`src/rtl/controller_seqout.sv`:
```
// controller_seqout: sequential half of the 8-bit processor controller.
// Holds the state register and decodes state + ISR into datapath strobes.
//
// Optional feature macro: CTRL_PERF_COUNT_EN (performance counters).
//
// Parameters:
//   CNT_W        width of the performance counters
// Ports:
//   clock        system clock, all state updates on rising edge
//   reset        synchronous active-high reset
//   nextstate    next-state code from the combinational next-state block
//   ISR          instruction register: [7:6] op, [5:3] Rx, [2:0] Ry/imm
//   stall        hold state and suppress strobes this cycle
//   currstate    registered state, fed back to the next-state block
//   isr_load     load ISR from memory at PCR
//   pcr_inc      increment PCR
//   reg_write    write bus value into register reg_wsel
//   reg_wsel     register file write index
//   reg_rsel     register file read index
//   bus_sel      operand bus source (00 reg, 01 imm, 10 ALU)
//   alu_a_load   latch bus into ALU operand A
//   alu_b_load   latch bus into ALU operand B
//   alu_op       ALU function, 0 ADD / 1 XOR
//   instr_done   one-cycle pulse when an instruction retires
//   error        controller is in the ERROR state
//   instr_count  retired-instruction counter (0 when counters omitted)
//   cycle_count  non-stalled cycle counter (0 when counters omitted)

module controller_seqout #(
   parameter int unsigned CNT_W = 16
) (
   input  logic             clock,
   input  logic             reset,
   input  logic [3:0]       nextstate,
   input  logic [7:0]       ISR,
   input  logic             stall,
   output logic [3:0]       currstate,
   output logic             isr_load,
   output logic             pcr_inc,
   output logic             reg_write,
   output logic [2:0]       reg_wsel,
   output logic [2:0]       reg_rsel,
   output logic [1:0]       bus_sel,
   output logic             alu_a_load,
   output logic             alu_b_load,
   output logic             alu_op,
   output logic             instr_done,
   output logic             error,
   output logic [CNT_W-1:0] instr_count,
   output logic [CNT_W-1:0] cycle_count
);

   typedef enum logic [3:0] {
      S_FETCH   = 4'b0000,
      S_DECODE  = 4'b0001,
      S_AX1     = 4'b0010,
      S_AX2     = 4'b0011,
      S_AX3     = 4'b0100,
      S_EXEC_L  = 4'b0101,
      S_EXEC_M  = 4'b0110,
      S_INC     = 4'b0111,
      S_ERROR   = 4'b1111
   } state_e;

   localparam logic [1:0] BUS_REG = 2'b00;
   localparam logic [1:0] BUS_IMM = 2'b01;
   localparam logic [1:0] BUS_ALU = 2'b10;

   state_e state_q;
   state_e state_d;

   logic [2:0] rx;
   logic [2:0] ry;
   logic       strobe_en;
   logic       ns_valid;

   // The opcode is decoded by the external next-state block.
   logic unused_isr;
   assign unused_isr = ISR[7];

   assign rx        = ISR[5:3];
   assign ry        = ISR[2:0];
   assign strobe_en = ~stall & ~reset;
   assign currstate = state_q;

   // Codes 1000..1110 are not states; 1111 is ERROR itself.
   always_comb begin
      ns_valid = 1'b0;
      case (nextstate)
         4'b0000, 4'b0001, 4'b0010, 4'b0011,
         4'b0100, 4'b0101, 4'b0110, 4'b0111,
         4'b1111: ns_valid = 1'b1;
         default: ns_valid = 1'b0;
      endcase
   end

   // ERROR is sticky: only reset (in the register process) leaves it.
   always_comb begin
      state_d = state_q;
      if (state_q == S_ERROR) begin
         state_d = S_ERROR;
      end else if (stall) begin
         state_d = state_q;
      end else if (ns_valid) begin
         state_d = state_e'(nextstate);
      end else begin
         state_d = S_ERROR;
      end
   end

   always_ff @(posedge clock) begin
      if (reset) begin
         state_q <= S_FETCH;
      end else begin
         state_q <= state_d;
      end
   end

   // Strobe decode; a stalled state re-issues its strobes once stall drops.
   always_comb begin
      isr_load   = 1'b0;
      pcr_inc    = 1'b0;
      reg_write  = 1'b0;
      reg_wsel   = 3'd0;
      reg_rsel   = 3'd0;
      bus_sel    = BUS_REG;
      alu_a_load = 1'b0;
      alu_b_load = 1'b0;
      alu_op     = 1'b0;
      instr_done = 1'b0;
      if (strobe_en) begin
         case (state_q)
            S_FETCH: begin
               isr_load = 1'b1;
            end
            S_EXEC_M: begin
               reg_write = 1'b1;
               reg_wsel  = rx;
               reg_rsel  = ry;
               bus_sel   = BUS_REG;
            end
            S_EXEC_L: begin
               reg_write = 1'b1;
               reg_wsel  = rx;
               bus_sel   = BUS_IMM;
            end
            S_AX1: begin
               alu_a_load = 1'b1;
               reg_rsel   = rx;
               bus_sel    = BUS_REG;
            end
            S_AX2: begin
               alu_b_load = 1'b1;
               reg_rsel   = ry;
               bus_sel    = BUS_REG;
            end
            S_AX3: begin
               reg_write = 1'b1;
               reg_wsel  = rx;
               bus_sel   = BUS_ALU;
               alu_op    = ISR[6];
            end
            S_INC: begin
               pcr_inc    = 1'b1;
               instr_done = 1'b1;
            end
            default: begin
            end
         endcase
      end
   end

   // Decoded from state alone so it stays visible while stalled.
   assign error = (state_q == S_ERROR);

`ifdef CTRL_PERF_COUNT_EN
   logic [CNT_W-1:0] instr_cnt_q;
   logic [CNT_W-1:0] instr_cnt_d;
   logic [CNT_W-1:0] cyc_cnt_q;
   logic [CNT_W-1:0] cyc_cnt_d;
   logic             cyc_en;

   assign cyc_en = ~reset & ~stall & ~error;

   // Plain binary add; wraps naturally at 2^CNT_W.
   always_comb begin
      instr_cnt_d = instr_cnt_q;
      cyc_cnt_d   = cyc_cnt_q;
      if (instr_done) begin
         instr_cnt_d = instr_cnt_q + {{(CNT_W-1){1'b0}}, 1'b1};
      end
      if (cyc_en) begin
         cyc_cnt_d = cyc_cnt_q + {{(CNT_W-1){1'b0}}, 1'b1};
      end
   end

   always_ff @(posedge clock) begin
      if (reset) begin
         instr_cnt_q <= '0;
         cyc_cnt_q   <= '0;
      end else begin
         instr_cnt_q <= instr_cnt_d;
         cyc_cnt_q   <= cyc_cnt_d;
      end
   end

   assign instr_count = instr_cnt_q;
   assign cycle_count = cyc_cnt_q;
`else
   assign instr_count = '0;
   assign cycle_count = '0;
`endif

endmodule

```
`config.mk`:
```
export PLATFORM = sky130hd
export DESIGN_NAME = controller_seqout
export DESIGN_NICKNAME = d
export VERILOG_FILES = /design/src/rtl/controller_seqout.sv
export SDC_FILE = /design/constraint.sdc
export NUM_CORES = 1
export LEC_CHECK = 0
export ABC_AREA = 1
export CAP_MARGIN = 30
export CORE_MARGIN = 8
export CORE_UTILIZATION = 28
export CTS_CLUSTER_SIZE = 24
export DETAILED_ROUTE_END_ITERATION = 8
export PLACE_DENSITY_LB_ADDON = 0.1
export SLEW_MARGIN = 40
export SYNTH_ARGS = -nofsm -noshare
export SYNTH_HDL_FRONTEND = slang
export SYNTH_SLANG_ARGS = --single-unit
```
`constraint.sdc`:
```
create_clock -name clock -period 1.18 [get_ports clock]
set_input_delay 0.177 -clock clock [delete_from_list [all_inputs] [get_ports clock]]
set_output_delay 0.177 -clock clock [all_outputs]
set_load 0.005 [all_outputs]
```
After elaboration in Yosys (flattened, before gate mapping)
Memory sizes are Yosys's and may differ from the RTL's.
Cells that the tools add are included.
{ "word_totals": {"register_bits": 4, "latchBits": 0, "mem_bits_rw": 0, "rom_bits": 16, "input_bits": 15, "wordCells": 37, "memories": 1} }
{ "memory_table": {"columns": ["memory", "words", "word_bits", "rd", "rd_clocked_by_memory_dff", "wr", "line_no", "source"], "rows": [
  ["(no name shown)", 16, 1, 1, 0, 0, "89", "case (nextstate)"]
]} }
{ "op_classes": {"n_addsub": 0, "n_mul": 0, "n_div": 0, "magnitude_cmp": 0, "n_eq_ne": 8, "shifts": 0, "n_mux": 21, "n_bitwise": 3, "n_reduce_logical": 3} }
{ "op_table": {"columns": ["cell", "n"], "rows": [
  ["== test 4 x 3 -> 1 bit, second input constant", 4],
  ["2-to-1 mux 1 bit", 12],
  ["2-to-1 mux 4 bit", 3],
  ["2-to-1 mux 3 bit", 3],
  ["== test 4 x 2 -> 1 bit, second input constant", 2],
  ["one-hot mux 3 bit (2 select lines)", 1],
  ["== test 4 bit, second input constant", 1],
  ["zero test 4 bit", 1],
  ["one-hot mux 2 bit (2 select lines)", 1],
  ["OR reduction 3 bit", 1],
  ["2-to-1 mux 2 bit", 1],
  ["!= test 2 x 1 -> 1 bit, second input constant", 1],
  ["NOT 1 bit", 2],
  ["OR reduction 2 bit", 1],
  ["AND 1 bit", 1]
]} }

Depth between registers and ports, before layout
Gate-level depths: netlist of the first run.
{ "logic_depth": {"ltp_word": 4, "mapped_depth": 7, "ltp_nobuf": 7} }

Worst setup path after synthesis of the first run
OpenSTA, ideal clock, no wires.
{ "synth_timing": {"kind": "register to output", "from": "reg state_q[2], in the netlist currstate[2]", "to": "out reg_wsel[0]", "t_arrival_ns": 0.929, "required_ns": 1.003, "path_slack_ns": 0.074, "path_stages_with_launch": 7, "n_path_buf": 0, "cell_sequence": "dfxtp_1 -> inv_1 -> nor2_1 -> nand2_2 -> nor2_2 -> inv_2 -> nor2_1"} }
{ "synth_via": {"elab_chain_cells": 4, "word_cells_on_any_way": 6, "cone_classes": "eq/ne: 3; mux: 2; reduce/logical: 1"} }
{ "synth_lines": {"columns": ["element", "line_no", "source"], "rows": [
  ["start, declared", "69", "state_e state_q;"],
  ["start signal, assigned", "115", "state_q <= state_d;"],
  ["== test 4 x 3 -> 1 bit", "132", "case (state_q)"],
  ["OR reduction 3 bit (no line) *", null, null],
  ["2-to-1 mux 3 bit *", "132", null],
  ["2-to-1 mux 3 bit *", "131", "if (strobe_en) begin"],
  ["end, declared", "41", "output logic [2:0] reg_wsel,"]
]} }
Mark *: on every way between the ends. The rest lies on a longest branch, timed or not.

Worst setup path after layout of the first run
{ "layout_timing": {"from": "reg state_q[2], in the netlist currstate[2]", "to": "out alu_op"} }
{ "layout_via": {"elab_chain_cells": 3} }
{ "layout_lines": {"columns": ["element", "line_no", "source"], "rows": [
  ["== test 4 x 3 -> 1 bit", "132", null],
  ["2-to-1 mux 1 bit", "132", null],
  ["2-to-1 mux 1 bit", "131", null],
  ["end, declared", "46", "output logic alu_op,"]
]} }
No other way between the ends.

==> impl_metrics.json, run 1 <==
{
  "fp.dieH_microns": 63.7,
  "drive_gt1_frac": 0.497,
  "path_clk_slew_ns": 0.04,
  "synth_area_leader_cell": "buf_4",
  "diodes": 0,
  "clk_latency_ns": 0.23,
  "rr_endpoint": "currstate[0]",
  "crit_path_end_kind": "output pin",
  "yosysTopAreaCellShare": 0.389,
  "initial_core_util": 0.291,
  "die_area_sq_mm": 0.00406,
  "status": "complete, but fails checks",
  "first_pass_iters": 4,
  "num_vias": 726,
  "fin_crit_ns": 1.46,
  "synth-seq-cells": 4,
  "r2r_setup_slack_ns": 0.03,
  "finalNonFillerCells": 185,
  "setup_tns_ns": -2.63,
  "fillers": 243,
  "wl_microns": 2130,
  "via_per_inst": 3.92,
  "largest_reg_flops": 4,
  "final_cell_mix": "conb_1 (32), buf_4 (16), buf_2 (15)",
  "grt_usage": 0.0931,
  "fin_ws_ns": -0.277,
  "critPathRequiredTime_ns": 1.00,
  "cp-start-kind": "flip-flop",
  "synth_area_sq_um": 637,
  "drtIter0Drc": 13,
  "crit_end": "alu_op",
  "power.total_w": 0.000585,
  "cpPeakStageDelay_ns": 0.37,
  "p_leak_nw": 0.635,
  "min_from": "reset",
  "postRouteAntennaNets": 0,
  "pin_count": 67,
  "row_count": 17,
  "worstSetupStartpoint": "currstate[2]",
  "drv_slew": 0,
  "synth-main-ff-cell": "dfxtp_1",
  "fmax_mhz": 687,
  "final_nets": 174,
  "wl_per_cell_microns": 11.5,
  "core-area_sq_mm": 0.00219,
  "path_delay_family": "flip-flops",
  "path_buf_inv": 3,
  "dp_cells": 176,
  "critical_path_depth": 6,
  "ys_top_cells_by_area": "buf_4 (39%), dfxtp_1 (13%), nand2_1 (8.3%)",
  "power_density_mw_per_mm2": 532,
  "htree_levels": 1,
  "async_reset_ff_frac": 0,
  "port_buffers": 33,
  "antenna_found_initial": 0,
  "fin_skew_ns": 0.00781,
  "violations": "negative setup slack",
  "cts_sinks": 4,
  "period_share": 1.23,
  "yosysSeqAreaShare": 0.126,
  "die_x_microns": 63.7,
  "area_growth_pct": 72.7,
  "synth_edf_count": 0,
  "rsz0062_at_grt": "yes",
  "final_common_cell": "conb_1",
  "cp_data_arrival_time_ns": 1.28,
  "root_buffer": "clkbuf_4",
  "drcViolationCount": 0,
  "clock_path_buffers": 2,
  "path_class": "reg -> out",
  "hpwl_microns": 1700,
  "ys_warn_count": 0,
  "grt_pass1_wl_microns": 3170,
  "setup_viol": 16,
  "place_congestion": 0.720,
  "r2r.worst_path.cells": 9,
  "grt_overflow_total": 0,
  "netlist_instances": 103,
  "hold_buffers": 0,
  "ir_drop_v": 0.000703,
  "hold_violations": 0,
  "grt_pass1_vias": 714,
  "critPathMaxFanout": 4,
  "maxCapViolCount": 0,
  "ys_types": 19,
  "r2r_start": "currstate[2]",
  "cts_tree": "yes",
  "syn_avg_cell_area_sq_um": 6.18,
  "grt_max_degree": 6,
  "hold_path.class": "in -> reg",
  "path_cells": "inv_4 > nor2_4 > nand2_4 > buf_6 > nor3b_2 > buf_2",
  "hold_path_depth": 3,
  "cts_buffers": 3,
  "cpMaxStageDelayCell": "dfxtp_4"
}
-- kinds of logic (layout without fill, tap and decap cells) --
logic type	after synthesis	after routing	share of synthesized area
buffers and inverters	48	71	0.477
AND/OR/NAND/NOR	41	41	0.306
AO/OA/AOI/OAI	9	9	0.0845
flip-flops	4	4	0.126
other	1	32	0.00589
-- area by class of cell --
type                       count  area [sq um]  area share
clock buffer                   3          22.5      0.0205
inverter                      15          58.8      0.0535
multi-input combinational     82           473       0.430
sequential                     4          92.6      0.0842
tap                           28          35.0      0.0319
timing repair buffer          53           418       0.380
-- Yosys cell counts (2+ instances only) --
master	instances
a21oi_1	5
buf_4	33
dfxtp_1	4
inv_1	12
inv_2	3
nand2_1	14
nand2_2	4
nand3_1	6
nor2_1	10
nor2_2	2
o21ai_0	2
-- worst min path at each step --
stage               slack [ns]      endpoint
finish                    0.43  currstate[0]
global route              0.43  currstate[0]
CTS                       0.42  currstate[1]
floorplan                 0.25  currstate[0]
detailed placement        0.61  currstate[2]
global placement          0.61  currstate[2]
-- stage by stage --
step / area, sq um / worst slack, ns / hold slack, ns / util
2_1_floorplan: 753 / 0.0740 / 0.246 / -
3_3_place_gp: 976 / -0.667 / 0.608 / 0.445
3_5_place_dp: 976 / -0.696 / 0.608 / 0.445
4_1_cts: 1030 / -0.251 / 0.422 / 0.472
5_1_grt: 1100 / -0.323 / 0.434 / 0.502
6_report: 1100 / -0.277 / 0.426 / 0.502
-- power by group --
part / internal [W] / switching, W / total, W / leakage, nW
clock network: 0.000113 / 0.0000530 / 0.000167 / 0.0138
logic: 0.000130 / 0.000129 / 0.000259 / 0.586
registers: 0.000144 / 0.0000148 / 0.000159 / 0.0354
total: 0.000388 / 0.000197 / 0.000585 / 0.635
-- routing by layer --
metal | vias up | share of wire | GRT usage | routed length [microns]
li1 | 364 | - | - | -
met1 | 320 | 0.36 | 0.0835 | 767
met2 | 40 | 0.54 | 0.191 | 1160
met3 | 2 | 0.089 | 0.0389 | 190
met4 | 0 | 0.0070 | 0.00836 | 15
met5 | - | 0 | 0 | 0
-- worst min-delay path, stage by stage --
cell	delay [ns]
dlygate4sd2_1	0.26
buf_4	0.15
a21oi_2	0.03
-- what timing repair did --
action                     4_1_cts  5_1_grt
buffers inserted                 5        1
setup endpoints to repair       20       21
pin swaps                        9        8
gates resized for setup         99       20
(Power assumes the default switching activity.)
==> run 2, diff against run 1 <==
--- a/config.mk
+++ b/config.mk
@@ -5,9 +5,8 @@
 export SDC_FILE = /design/constraint.sdc
 export NUM_CORES = 1
 export LEC_CHECK = 0
-export ABC_AREA = 1
 export CAP_MARGIN = 30
-export CORE_MARGIN = 8
+export CORE_MARGIN = 4
 export CORE_UTILIZATION = 28
 export CTS_CLUSTER_SIZE = 24
 export DETAILED_ROUTE_END_ITERATION = 8
==> run 2 against run 1 <==
  * Via count down 2.8%
  * Non-clock buffer count up 15
  * Final area up 7.3%
  * Combinational power up 26%
  * Sequential share of layout area down 1.0 points
  * Power up 13%
  * Synthesized area up 1.4%
  * First-iteration DRC count down 69%
  * Clock power up 7%
  * Highest routed layer unchanged
  * Utilization up 3.1 points
  * Sequential cell count unchanged
  * The run still ends with negative setup slack left
==> impl_metrics.json, run 2 <==
{
  "grt_pass1_vias": 695,
  "synth_area_sq_um": 646,
  "via_per_inst": 4.01,
  "ys_top_cells_by_count": "buf_4 (34), a211oi_1 (6)",
  "netlist_instances": 83,
  "hold_path.class": "in -> reg",
  "cpPeakStageDelay_ns": 0.50,
  "period_share": 1.55,
  "hpwl_microns": 1280,
  "maxCapViolCount": 0,
  "wl_per_cell_microns": 10.8,
  "path_clk_slew_ns": 0.04,
  "hold_violations": 0,
  "grt_overflow_total": 0,
  "yosysTopAreaCellShare": 0.395,
  "fp.dieH_microns": 56.0,
  "ys_warn_count": 0,
  "ys_top_cells_by_area": "buf_4 (40%), dfxtp_1 (12%), a211oi_1 (7.0%)",
  "path_cells": "or4b_4 > buf_6 > a21oi_4 > buf_6 > and2_4 > buf_6",
  "largest_reg_flops": 4,
  "status": "complete, but fails checks",
  "drive_gt1_frac": 0.520,
  "root_buffer": "clkbuf_4",
  "min_from": "reset",
  "wl_microns": 1910,
  "ys_types": 22,
  "fin_ws_ns": -0.643,
  "grt_pass1_wl_microns": 2990,
  "cts_buffers": 3,
  "worstSetupStartpoint": "currstate[3]",
  "synth-seq-cells": 4,
  "synth_area_leader_cell": "buf_4",
  "cpMaxStageDelayCell": "or4b_4",
  "clk_latency_ns": 0.24,
  "path_class": "reg -> out",
  "place_area_sq_um": 955,
  "final_common_cell": "conb_1",
  "synth-main-ff-cell": "dfxtp_1",
  "cp_data_arrival_time_ns": 1.65,
  "rsz0062_at_grt": "yes",
  "path_delay_family": "simple AND/OR/NAND/NOR gates",
  "hold_buffers": 0,
  "place_congestion": 0.738,
  "r2r_setup_slack_ns": -0.18,
  "synth_edf_count": 0,
  "power_density_mw_per_mm2": 561,
  "fillers": 223,
  "grt_usage": 0.120,
  "drtIter0Drc": 4,
  "crit_path_end_kind": "output pin",
  "die_x_microns": 56.0,
  "setup_tns_ns": -8.79,
  "drv_slew": 0,
  "row_count": 17,
  "pin_count": 67,
  "cts_sinks": 4,
  "yosysMostFrequentCell": "buf_4",
  "r2r_start": "currstate[1]",
  "finalInstanceArea_sq_mm": 0.00118,
  "final_nets": 165,
  "critPathRequiredTime_ns": 1.00,
  "place_ws_ns": -1.00,
  "first_pass_iters": 3,
  "grt_max_degree": 11,
  "htree_levels": 1,
  "syn_avg_cell_area_sq_um": 7.78,
  "drcViolationCount": 0,
  "critical_path_depth": 6,
  "initial_core_util": 0.292,
  "clock_path_buffers": 2,
  "core-area_sq_mm": 0.00221,
  "path_buf_inv": 3,
  "port_buffers": 33,
  "num_vias": 706,
  "postRouteAntennaNets": 0,
  "area_growth_pct": 82.8,
  "die_area_sq_mm": 0.00314,
  "fmax_mhz": 548,
  "violations": "negative setup slack",
  "fin_skew_ns": 0.00202,
  "ir_drop_v": 0.000433,
  "yosysSeqAreaShare": 0.124,
  "diodes": 0,
  "fin_crit_ns": 1.82,
  "final_cell_mix": "conb_1 (32), buf_4 (22), buf_2 (16)",
  "antenna_found_initial": 0,
  "hold_slack_ns": 0.400,
  "r2r.worst_path.cells": 8,
  "cpMostUsedCell": "buf_6",
  "p_leak_nw": 0.605,
  "critPathMaxFanout": 4,
  "async_reset_ff_frac": 0,
  "hold_path_depth": 3,
  "cts_tree": "yes",
  "setup_viol": 21,
  "cp-start-kind": "flip-flop"
}
run 2: cell count changes after synthesis, sizes merged, moves of 6 or more:
cell and delta:
nand2 -16, inv -14, nor2 -11, a211oi +6, nand3 -6
run 2: area by class of cell:
cell class	instances	area, sq um	share of cell area
Tap cell	28	35.0	0.0297
Inverter	1	3.75	0.00318
Clock buffer	3	22.5	0.0191
Sequential cell	4	87.6	0.0742
Multi-Input combinational cell	72	470	0.399
Timing Repair Buffer	68	561	0.475
run 2: worst paths after layout:
kind	to
worst max-delay path	reg_wsel[0]
worst min register to register	currstate[3]
worst min-delay path	currstate[2]
worst max register to register	currstate[3]
run 2: kinds of logic (layout without fill, tap and decap cells):
family          count (synthesis)  after routing  share of synthesized area
compound gates                 14             14                      0.161
simple gates                   25             25                      0.260
mux                             1              1                     0.0155
buf+inv                        38             72                      0.434
other cells                     1             32                    0.00581
flops                           4              4                      0.124
run 2: routing by layer:
metal	track usage	up-vias	part of all wire
met3	0.0255	4	0.079
li1	-	345	-
met2	0.237	31	0.58
met1	0.117	326	0.33
met4	0.0508	0	0.018
met5	0	-	0
run 2: timing repair:
action,4_1_cts,5_1_grt
setup buffers,21,3
pin swaps,9,6
setup endpoints to repair,20,23
resized for setup,102,6
run 2: stage by stage:
| stage | utilization | std cells | total power (W) |
|---|---|---|---|
| 2_1_floorplan | - | 114 | 0.000349 |
| 3_3_place_gp | 0.432 | 151 | 0.000401 |
| 3_5_place_dp | 0.432 | 151 | 0.000401 |
| 4_1_cts | 0.525 | 175 | 0.000648 |
| 5_1_grt | 0.533 | 176 | 0.000706 |
| 6_report | 0.533 | 176 | 0.000662 |
run 2: worst min-delay path: stages:
cell	delay, ns
dlygate4sd2_1	0.22
buf_4	0.17
a21oi_2	0.04
run 2: power breakdown:
group	switching, W	total, W	internal [W]
Clock	0.0000647	0.000179	0.000114
Sequential	0.00000975	0.000157	0.000148
Combinational	0.000141	0.000326	0.000185
